`src/rtl/rom_download_packer.sv`:
```
// rom_download_packer
// Packs the ioctl byte stream for one download index into 16-bit big-endian
// words. Words are queued in a small FIFO and written out through a toggle
// req/ack SDRAM port. rom_loaded is raised once the download window has closed
// and every word has been written.
module rom_download_packer #(
    parameter logic [7:0] ROM_INDEX = 8'd0,
    parameter int         FIFO_AW   = 2
) (
    input  logic        clk_sys,
    input  logic        reset_n,
    input  logic        ioctl_download,
    input  logic [7:0]  ioctl_index,
    input  logic        ioctl_wr,
    input  logic [24:0] ioctl_addr,
    input  logic [7:0]  ioctl_dout,
    output logic        sdram_req,
    input  logic        sdram_ack,
    output logic [23:0] sdram_addr,
    output logic [15:0] sdram_dout,
    output logic        busy,
    output logic        rom_loaded,
    output logic        overflow
);

    localparam int DEPTH = 1 << FIFO_AW;
    localparam logic [FIFO_AW:0] DEPTH_W = (FIFO_AW + 1)'(DEPTH);

    localparam logic ST_IDLE = 1'b0;
    localparam logic ST_WAIT = 1'b1;

    // FIFO storage: each entry is {word address, word data}
    logic [39:0] fifo_mem_q [DEPTH];

    logic               dl_prev_q,  dl_prev_d;
    logic [7:0]         hi_data_q,  hi_data_d;
    logic [23:0]        hi_addr_q,  hi_addr_d;
    logic               hi_valid_q, hi_valid_d;
    logic [FIFO_AW:0]   wr_ptr_q,   wr_ptr_d;
    logic [FIFO_AW:0]   rd_ptr_q,   rd_ptr_d;
    logic               state_q,    state_d;
    logic               req_q,      req_d;
    logic [23:0]        addr_out_q, addr_out_d;
    logic [15:0]        dout_out_q, dout_out_d;
    logic               overflow_q, overflow_d;
    logic               end_seen_q, end_seen_d;
    logic               loaded_q,   loaded_d;

    logic               dl_rise;
    logic               dl_fall;
    logic               accept;
    logic               latch_valid_eff;
    logic               fifo_empty;
    logic               fifo_full;
    logic               pop;
    logic               push_req;
    logic               push_en;
    logic [39:0]        push_word;
    logic [39:0]        head_word;

    assign dl_rise    = ioctl_download & ~dl_prev_q;
    assign dl_fall    = ~ioctl_download & dl_prev_q;
    assign accept     = ioctl_download & ioctl_wr & (ioctl_index == ROM_INDEX);
    assign fifo_empty = (wr_ptr_q == rd_ptr_q);
    assign fifo_full  = ((wr_ptr_q - rd_ptr_q) == DEPTH_W);
    assign pop        = (state_q == ST_WAIT) && (sdram_ack == req_q);
    assign head_word  = fifo_mem_q[rd_ptr_q[FIFO_AW-1:0]];
    // A download restart discards any half-assembled word
    assign latch_valid_eff = hi_valid_q & ~dl_rise;

    assign busy       = (state_q != ST_IDLE) | ~fifo_empty;
    assign sdram_req  = req_q;
    assign sdram_addr = addr_out_q;
    assign sdram_dout = dout_out_q;
    assign rom_loaded = loaded_q;
    assign overflow   = overflow_q;

    // Next-state: byte packing, FIFO pointers, writer FSM and status flags
    always_comb begin
        dl_prev_d  = ioctl_download;
        hi_data_d  = hi_data_q;
        hi_addr_d  = hi_addr_q;
        hi_valid_d = hi_valid_q;
        wr_ptr_d   = wr_ptr_q;
        rd_ptr_d   = rd_ptr_q;
        state_d    = state_q;
        req_d      = req_q;
        addr_out_d = addr_out_q;
        dout_out_d = dout_out_q;
        overflow_d = overflow_q;
        end_seen_d = end_seen_q;
        loaded_d   = loaded_q;
        push_req   = 1'b0;
        push_en    = 1'b0;
        push_word  = 40'd0;

        if (dl_rise) begin
            overflow_d = 1'b0;
            end_seen_d = 1'b0;
            hi_valid_d = 1'b0;
        end

        // Flush a dangling even byte when the window closes; pad low byte
        if (dl_fall) begin
            end_seen_d = 1'b1;
            hi_valid_d = 1'b0;
            if (hi_valid_q) begin
                push_req  = 1'b1;
                push_word = {hi_addr_q, hi_data_q, 8'hFF};
            end
        end

        if (accept) begin
            if (!ioctl_addr[0]) begin
                hi_data_d  = ioctl_dout;
                hi_addr_d  = ioctl_addr[24:1];
                hi_valid_d = 1'b1;
            end else begin
                push_req   = 1'b1;
                push_word  = {ioctl_addr[24:1],
                              (latch_valid_eff ? hi_data_q : 8'hFF),
                              ioctl_dout};
                hi_valid_d = 1'b0;
            end
        end

        // A pop in the same cycle frees the slot, so a full FIFO still accepts
        if (push_req) begin
            if (fifo_full && !pop) begin
                overflow_d = 1'b1;
            end else begin
                push_en  = 1'b1;
                wr_ptr_d = wr_ptr_q + 1'b1;
            end
        end

        case (state_q)
            ST_IDLE: begin
                if (!fifo_empty) begin
                    addr_out_d = head_word[39:16];
                    dout_out_d = head_word[15:0];
                    req_d      = ~req_q;
                    state_d    = ST_WAIT;
                end
            end
            default: begin
                if (pop) begin
                    rd_ptr_d = rd_ptr_q + 1'b1;
                    state_d  = ST_IDLE;
                end
            end
        endcase

        if (dl_rise) begin
            loaded_d = 1'b0;
        end else if (end_seen_q && !busy && !hi_valid_q && !ioctl_download) begin
            loaded_d = 1'b1;
        end
    end

    // State registers with asynchronous active-low reset
    always_ff @(posedge clk_sys or negedge reset_n) begin
        if (!reset_n) begin
            dl_prev_q  <= 1'b0;
            hi_data_q  <= 8'd0;
            hi_addr_q  <= 24'd0;
            hi_valid_q <= 1'b0;
            wr_ptr_q   <= '0;
            rd_ptr_q   <= '0;
            state_q    <= ST_IDLE;
            req_q      <= 1'b0;
            addr_out_q <= 24'd0;
            dout_out_q <= 16'd0;
            overflow_q <= 1'b0;
            end_seen_q <= 1'b0;
            loaded_q   <= 1'b0;
        end else begin
            dl_prev_q  <= dl_prev_d;
            hi_data_q  <= hi_data_d;
            hi_addr_q  <= hi_addr_d;
            hi_valid_q <= hi_valid_d;
            wr_ptr_q   <= wr_ptr_d;
            rd_ptr_q   <= rd_ptr_d;
            state_q    <= state_d;
            req_q      <= req_d;
            addr_out_q <= addr_out_d;
            dout_out_q <= dout_out_d;
            overflow_q <= overflow_d;
            end_seen_q <= end_seen_d;
            loaded_q   <= loaded_d;
        end
    end

    // FIFO storage write; contents need no reset since pointers gate reads
    always_ff @(posedge clk_sys) begin
        if (push_en) begin
            fifo_mem_q[wr_ptr_q[FIFO_AW-1:0]] <= push_word;
        end
    end

endmodule
```
`config.mk`:
```
export PLATFORM = sky130hd
export DESIGN_NAME = rom_download_packer
export DESIGN_NICKNAME = d
export VERILOG_FILES = /design/src/rtl/rom_download_packer.sv
export SDC_FILE = /design/constraint.sdc
export NUM_CORES = 1
export LEC_CHECK = 0
export CORE_UTILIZATION = 59
export CTS_BUF_LIST = sky130_fd_sc_hd__clkbuf_8
export CTS_CLUSTER_SIZE = 14
export DETAILED_ROUTE_END_ITERATION = 10
export PLACE_DENSITY = 0.85
export SLEW_MARGIN = 20
export SYNTH_ARGS = -nofsm -noshare
export SYNTH_HDL_FRONTEND = slang
export SYNTH_SLANG_ARGS = --single-unit
export TNS_END_PERCENT = 10
```
`constraint.sdc`:
```
create_clock -name clk_sys -period 4.6 [get_ports clk_sys]
set_input_delay 0.69 -clock clk_sys [delete_from_list [all_inputs] [get_ports clk_sys]]
set_output_delay 0.69 -clock clk_sys [all_outputs]
set_load 0.05 [all_outputs]
```
; ---- Word-level counts from Yosys, hierarchy flattened
; Memories as Yosys holds them, arrays and structs flattened. A register that Yosys moved wholly into a read port is not among the register bits.
; Index checks and enable logic that the tools add are counted.
[totals]
ff_bits = 45
ram_bits = 160
inputBits = 46
output_inout_bits = 44
mem_count = 1
[classes]
addsub = 3
eq_ne = 3
mux = 26
bitwise = 14
n_reduce_logical = 18
[mem_list]
columns = name, words, width, rd, rd_clocked_by_memory_dff, write_ports, line_no
row1 = fifo_mem_q, 4, 40, 1, 1, 1, 33  ; logic [39:0] fifo_mem_q [DEPTH];
[op_table]
columns = op, count
row1 = 2-to-1 mux 40 bit, 4
row2 = 2-to-1 mux 1 bit, 21
row3 = zero test 8 bit, 1
row4 = 2-to-1 mux 8 bit, 1
row5 = NOT 1 bit, 8
row6 = AND reduction 2 bit, 4
row7 = "adder 3 x 1 -> 3 bit, second input constant", 2
row8 = AND 1 bit, 5
row9 = logical AND 1 bit, 5
row10 = zero test 1 bit, 5
row11 = nonzero test 2 bit, 2
row12 = == test 3 bit, 1
row13 = "== test 3 bit, second input constant", 1
row14 = nonzero test 3 bit, 1
row15 = subtractor 3 bit, 1
row16 = == test 1 bit, 1
row17 = bitwise OR 1 bit, 1

; ---- Logic depth before layout (Yosys ltp)
[logic_depth]
depth_word = 9
ltp_mapped = 9

; ---- Worst setup path after synthesis
; OpenSTA, ideal clock, no wires.
[synth_timing]
path_type = register to register
startpoint = register rd_ptr_q[1]
endpoint = memory fifo_mem_q[3][0], enable pin
setup_time_ns = 0.444
arrival_ns = 3.329
setup_slack_ns = 0.827
stages_incl_launch_ff = 8
path_buffers = 2
synth_period_minus_slack_ns = 3.773
cell_sequence = dfrtp_1 > clkbuf_1 > clkbuf_1 > inv_1 > ha_1 > nand2b_1 > xnor2_1 > a221oi_2
[synth_between]
elab_chain_cells = 7
[synth_lines]
columns = item, line_no
row1 = from (decl), 40  ; logic [FIFO_AW:0] rd_ptr_q, rd_ptr_d;
row2 = from (signal assigned), 183  ; rd_ptr_q <= rd_ptr_d;
row3 = subtractor 3 bit, 65  ; assign fifo_full = ((wr_ptr_q - rd_ptr_q) == DEPTH_W);
row4 = == test 3 bit, 65
row5 = logical AND 1 bit, 129  ; if (fifo_full && !pop) begin
row6 = 2-to-1 mux 1 bit, 129
row7 = 2-to-1 mux 1 bit, 128  ; if (push_req) begin
row8 = 2-to-1 mux 1 bit, 196  ; if (push_en) begin
row9 = 2-to-1 mux 1 bit (not written as such), 197  ; fifo_mem_q[wr_ptr_q[FIFO_AW-1:0]] <= push_word;
row10 = to (decl), 33
; Every way passes these cells.

; ---- Final worst setup path
[layout_timing]
startpoint = register wr_ptr_q[0]
endpoint = output port busy
[layout_between]
elab_chain_cells = 3
[layout_lines]
columns = item, line_no
row1 = from (decl), 39  ; logic [FIFO_AW:0] wr_ptr_q, wr_ptr_d;
row2 = from (signal assigned), 182  ; wr_ptr_q <= wr_ptr_d;
row3 = == test 3 bit, 64  ; assign fifo_empty = (wr_ptr_q == rd_ptr_q);
row4 = NOT 1 bit (no source line), -
row5 = bitwise OR 1 bit, 71  ; assign busy = (state_q != ST_IDLE) | ~fifo_empty;
row6 = to (decl), 21  ; output logic busy,
; Every way passes these cells.

==> results.md <==
* Max frequency at 312 MHz
* Post-route minimum period at 3200 ps
* # diodes at 0
* H-tree Lvls at 2
* Commonest non-fill, non-tap cell in the layout: edfxtp_1
* # Post-CTS Setup Buffers at 0
* Avg Cell Area, Syn at 18.3 um^2
* DRT Pass-1 Iters at 5
* Stages on the worst setup path at 6
* YS warnings at 0
* Clock insertion delay at the later pin of the skew report at 520 ps
* Fin util at 72.5%
* Final Hold Violating Endpoints at 0
* CTS root buf: clkbuf_8
* Die X at 130 um
* Cell family contributing the most delay on the critical path: buffers and inverters
* Total congestion overflow at 0
* Worst path bufs/invs at 3
* Share of post-route cells with drive strength above 1 at 28.0%
* Unrepaired setup endpoints after global routing: no
* Nets at 700
* Worst path arrival time at 2510 ps
* Worst reg2reg setup slack at 2050 ps
* Finished Cell Area at 11600 um^2
* IO Count at 90
* Fillers at 953
* Die Footprint at 16900 um^2
* Total number of vias at 5194
* Yosys top cell area share at 49.6%
* DRT Wirelength at 18900 um
* Syn_nets at 585
* Async SR Flop Fraction at 34.7%
* Clock skew at 21.5 ps
* Yosys cell types at 35
* RePlAce Congestion at 0.755
* Core Area at 15900 um^2
* Cts bufs inserted at 39
* Initial Util at 60.8%
* Global-route wire length before repair at 29500 um
* Routed Antenna Nets at 0
* Die Ht at 130 um
* Initial DRC count at 368
* Vias in the first global route at 5533
* Worst-case reg-to-reg path depth at 7
* DP Area at 10800 um^2
* Final setup vio count at 0
* Hold Slack at 150 ps
* Max VDD drop at 0.379 mV
* Max-slew violation count at 0
* Post-synth EDFFs at 160
* Sequential cell area fraction in the yosys report at 71.5%
* Kind of critical path: flip-flop to output port
* TritonCTS clock tree: built
* Longest Clk Path Bufs at 3
* Area Growth Syn to Fin at 19.3%
* Count of buffers from port buffering at 89
* Routed WL per cell at 21.2 um
* Rows at 46
* Final Non-Filler Cells at 890
* Clk pin slew, worst setup/hold paths at 70 ps
* Yosys top cell by area: edfxtp_1
* CP Launch Type: flip-flop
* Reg-to-reg startpoint: wr_ptr_q[0]$_DFFE_PN0P_
* Pwr per Cell Area at 562 nW/um^2
* Via density at 5.84
* Total track usage at 23.9%
* Status: completed
* Synth top area cells: edfxtp_1 50%, dfrtp_1 22%, mux4_2 9.3%
* Synth Cell Area at 9690 um^2
* Synthesis-stage register bit count at 245
* Worst-margin pin slew at 1080 ps
* Inst Count DP at 820
* Initial antenna violation count at 0
* Pleak at 0.00470 uW
* Largest net degree at the start of global routing at 44
* Commonest cells after routing, fill and taps aside: 160 x edfxtp_1, 88 x clkdlybuf4s50_1, 83 x dfrtp_1, 73 x mux2_2, 52 x nand2_1
* Slew margin rel. at 28.1%
* CP cell instances: inv_1, ha_1, nand2_1, nor3_1, inv_1, clkdlybuf4s50_1
* Worst reg2reg endpoint: fifo_mem_q[2][27]$_DFFE_PP_
* Worst Path Max Fanout at 4
* Setup crit end kind: output port
* Setup TNS at 0 ps
* CTS Hold Bufs at 0
* Sink Count at 245
* Slowest stage delay, CP at 710 ps
* Critical Path RT at 3910 ps
* Final period util at 69.7%
* Post-synth top flop: edfxtp_1
* Synth Instances at 530
* Cts repair resizes at 0
* Cell at the slowest stage of the critical path: clkdlybuf4s50_1
* DRC violations left at 0
* Hold crit path type: primary input to asynchronous set/reset pin
* Max-cap violation count at 0
* HPWL after DPL at 11700 um
* Most frequent CP cell: inv_1
==> state kept, by name (all words and copies together) (netlist names) <==
name        count
hi_addr_q      24
rd_ptr_q        3
sdram_req       1
overflow        1
sdram_addr     24
sdram_dout     16
hi_valid_q      1
state_q         1
wr_ptr_q        3
rom_loaded      1
dl_prev_q       1
hi_data_q       8
end_seen_q      1
fifo_mem_q    160
==> worst register-to-register path: stages (launching register included) <==
cell	delay [ps]
dfrtp_1	400
inv_1	140
ha_1	250
nand2_1	110
a21oi_1	110
a22oi_2	310
and2_2	390
buf_4	460
==> logic make-up (layout without fill, tap and decap cells) <==
logic type / count (synthesis) / after routing / synth area share, %
AND/OR/NAND/NOR: 70 / 70 / 3.54
adder cells (fa/ha/maj): 9 / 9 / 1.16
buffers and inverters: 34 / 178 / 1.70
flip-flops: 245 / 245 / 71.5
XOR/XNOR: 8 / 8 / 0.723
AO/OA/AOI/OAI: 48 / 48 / 3.24
multiplexers: 116 / 116 / 18.1
==> metal layers <==
metal	up-vias	global-route usage, %	share of wire [%]	routed length, um
li1	2256	-	-	-
met1	2694	31.5	40	7640
met2	208	40.3	51	9680
met3	36	4.88	6.1	1160
met4	0	8.00	2.1	399
met5	-	0	0	0
==> power by group <==
part	total, uW	switching (uW)	internal, uW
Clock	1740	794	945
Combinational	2100	1230	874
Sequential	2660	119	2540
==> cells in the mapped netlist, types with 2 or more instances <==
cell,instances
edfxtp_1,160
dfrtp_1,85
mux2_2,73
nand2_1,52
mux4_2,40
o21ai_0,24
buf_2,12
clkbuf_1,11
ha_1,9
a21o_1,8
inv_1,8
o21a_1,8
xnor2_1,5
and2_1,4
buf_6,3
mux2_1,3
nor2_1,3
xor2_1,3
a21oi_1,2
nand3_1,2
==> worst max-delay path by stage <==
stage	startpoint	to
2_1_floorplan	rd_ptr_q[1]$_DFFE_PN0P_	fifo_mem_q[3][0]$_DFFE_PP_
3_3_place_gp	ioctl_download	fifo_mem_q[2][25]$_DFFE_PP_
3_5_place_dp	ioctl_download	fifo_mem_q[2][34]$_DFFE_PP_
4_1_cts	wr_ptr_q[0]$_DFFE_PN0P_	busy
5_1_grt	wr_ptr_q[0]$_DFFE_PN0P_	busy
6_report	wr_ptr_q[0]$_DFFE_PN0P_	busy
==> area by class of cell <==
class | instances | area [um^2] | area share, %
Timing Repair Buffer | 100 | 971 | 8.39
Multi-Input combinational cell | 251 | 2620 | 22.6
Clock buffer | 45 | 619 | 5.35
Sequential cell | 245 | 6930 | 60.0
Inverter | 8 | 30.0 | 0.260
Clock inverter | 25 | 124 | 1.07
Tap cell | 216 | 270 | 2.34
==> per-stage QoR <==
stage / total power, uW / worst slack, ps
global placement: 4770 / 1260
detailed placement: 4820 / 1180
global route: 6770 / 1240
CTS: 6570 / 1360
finish: 6500 / 1400
floorplan: 4180 / 827
(Power assumes the default switching activity.)
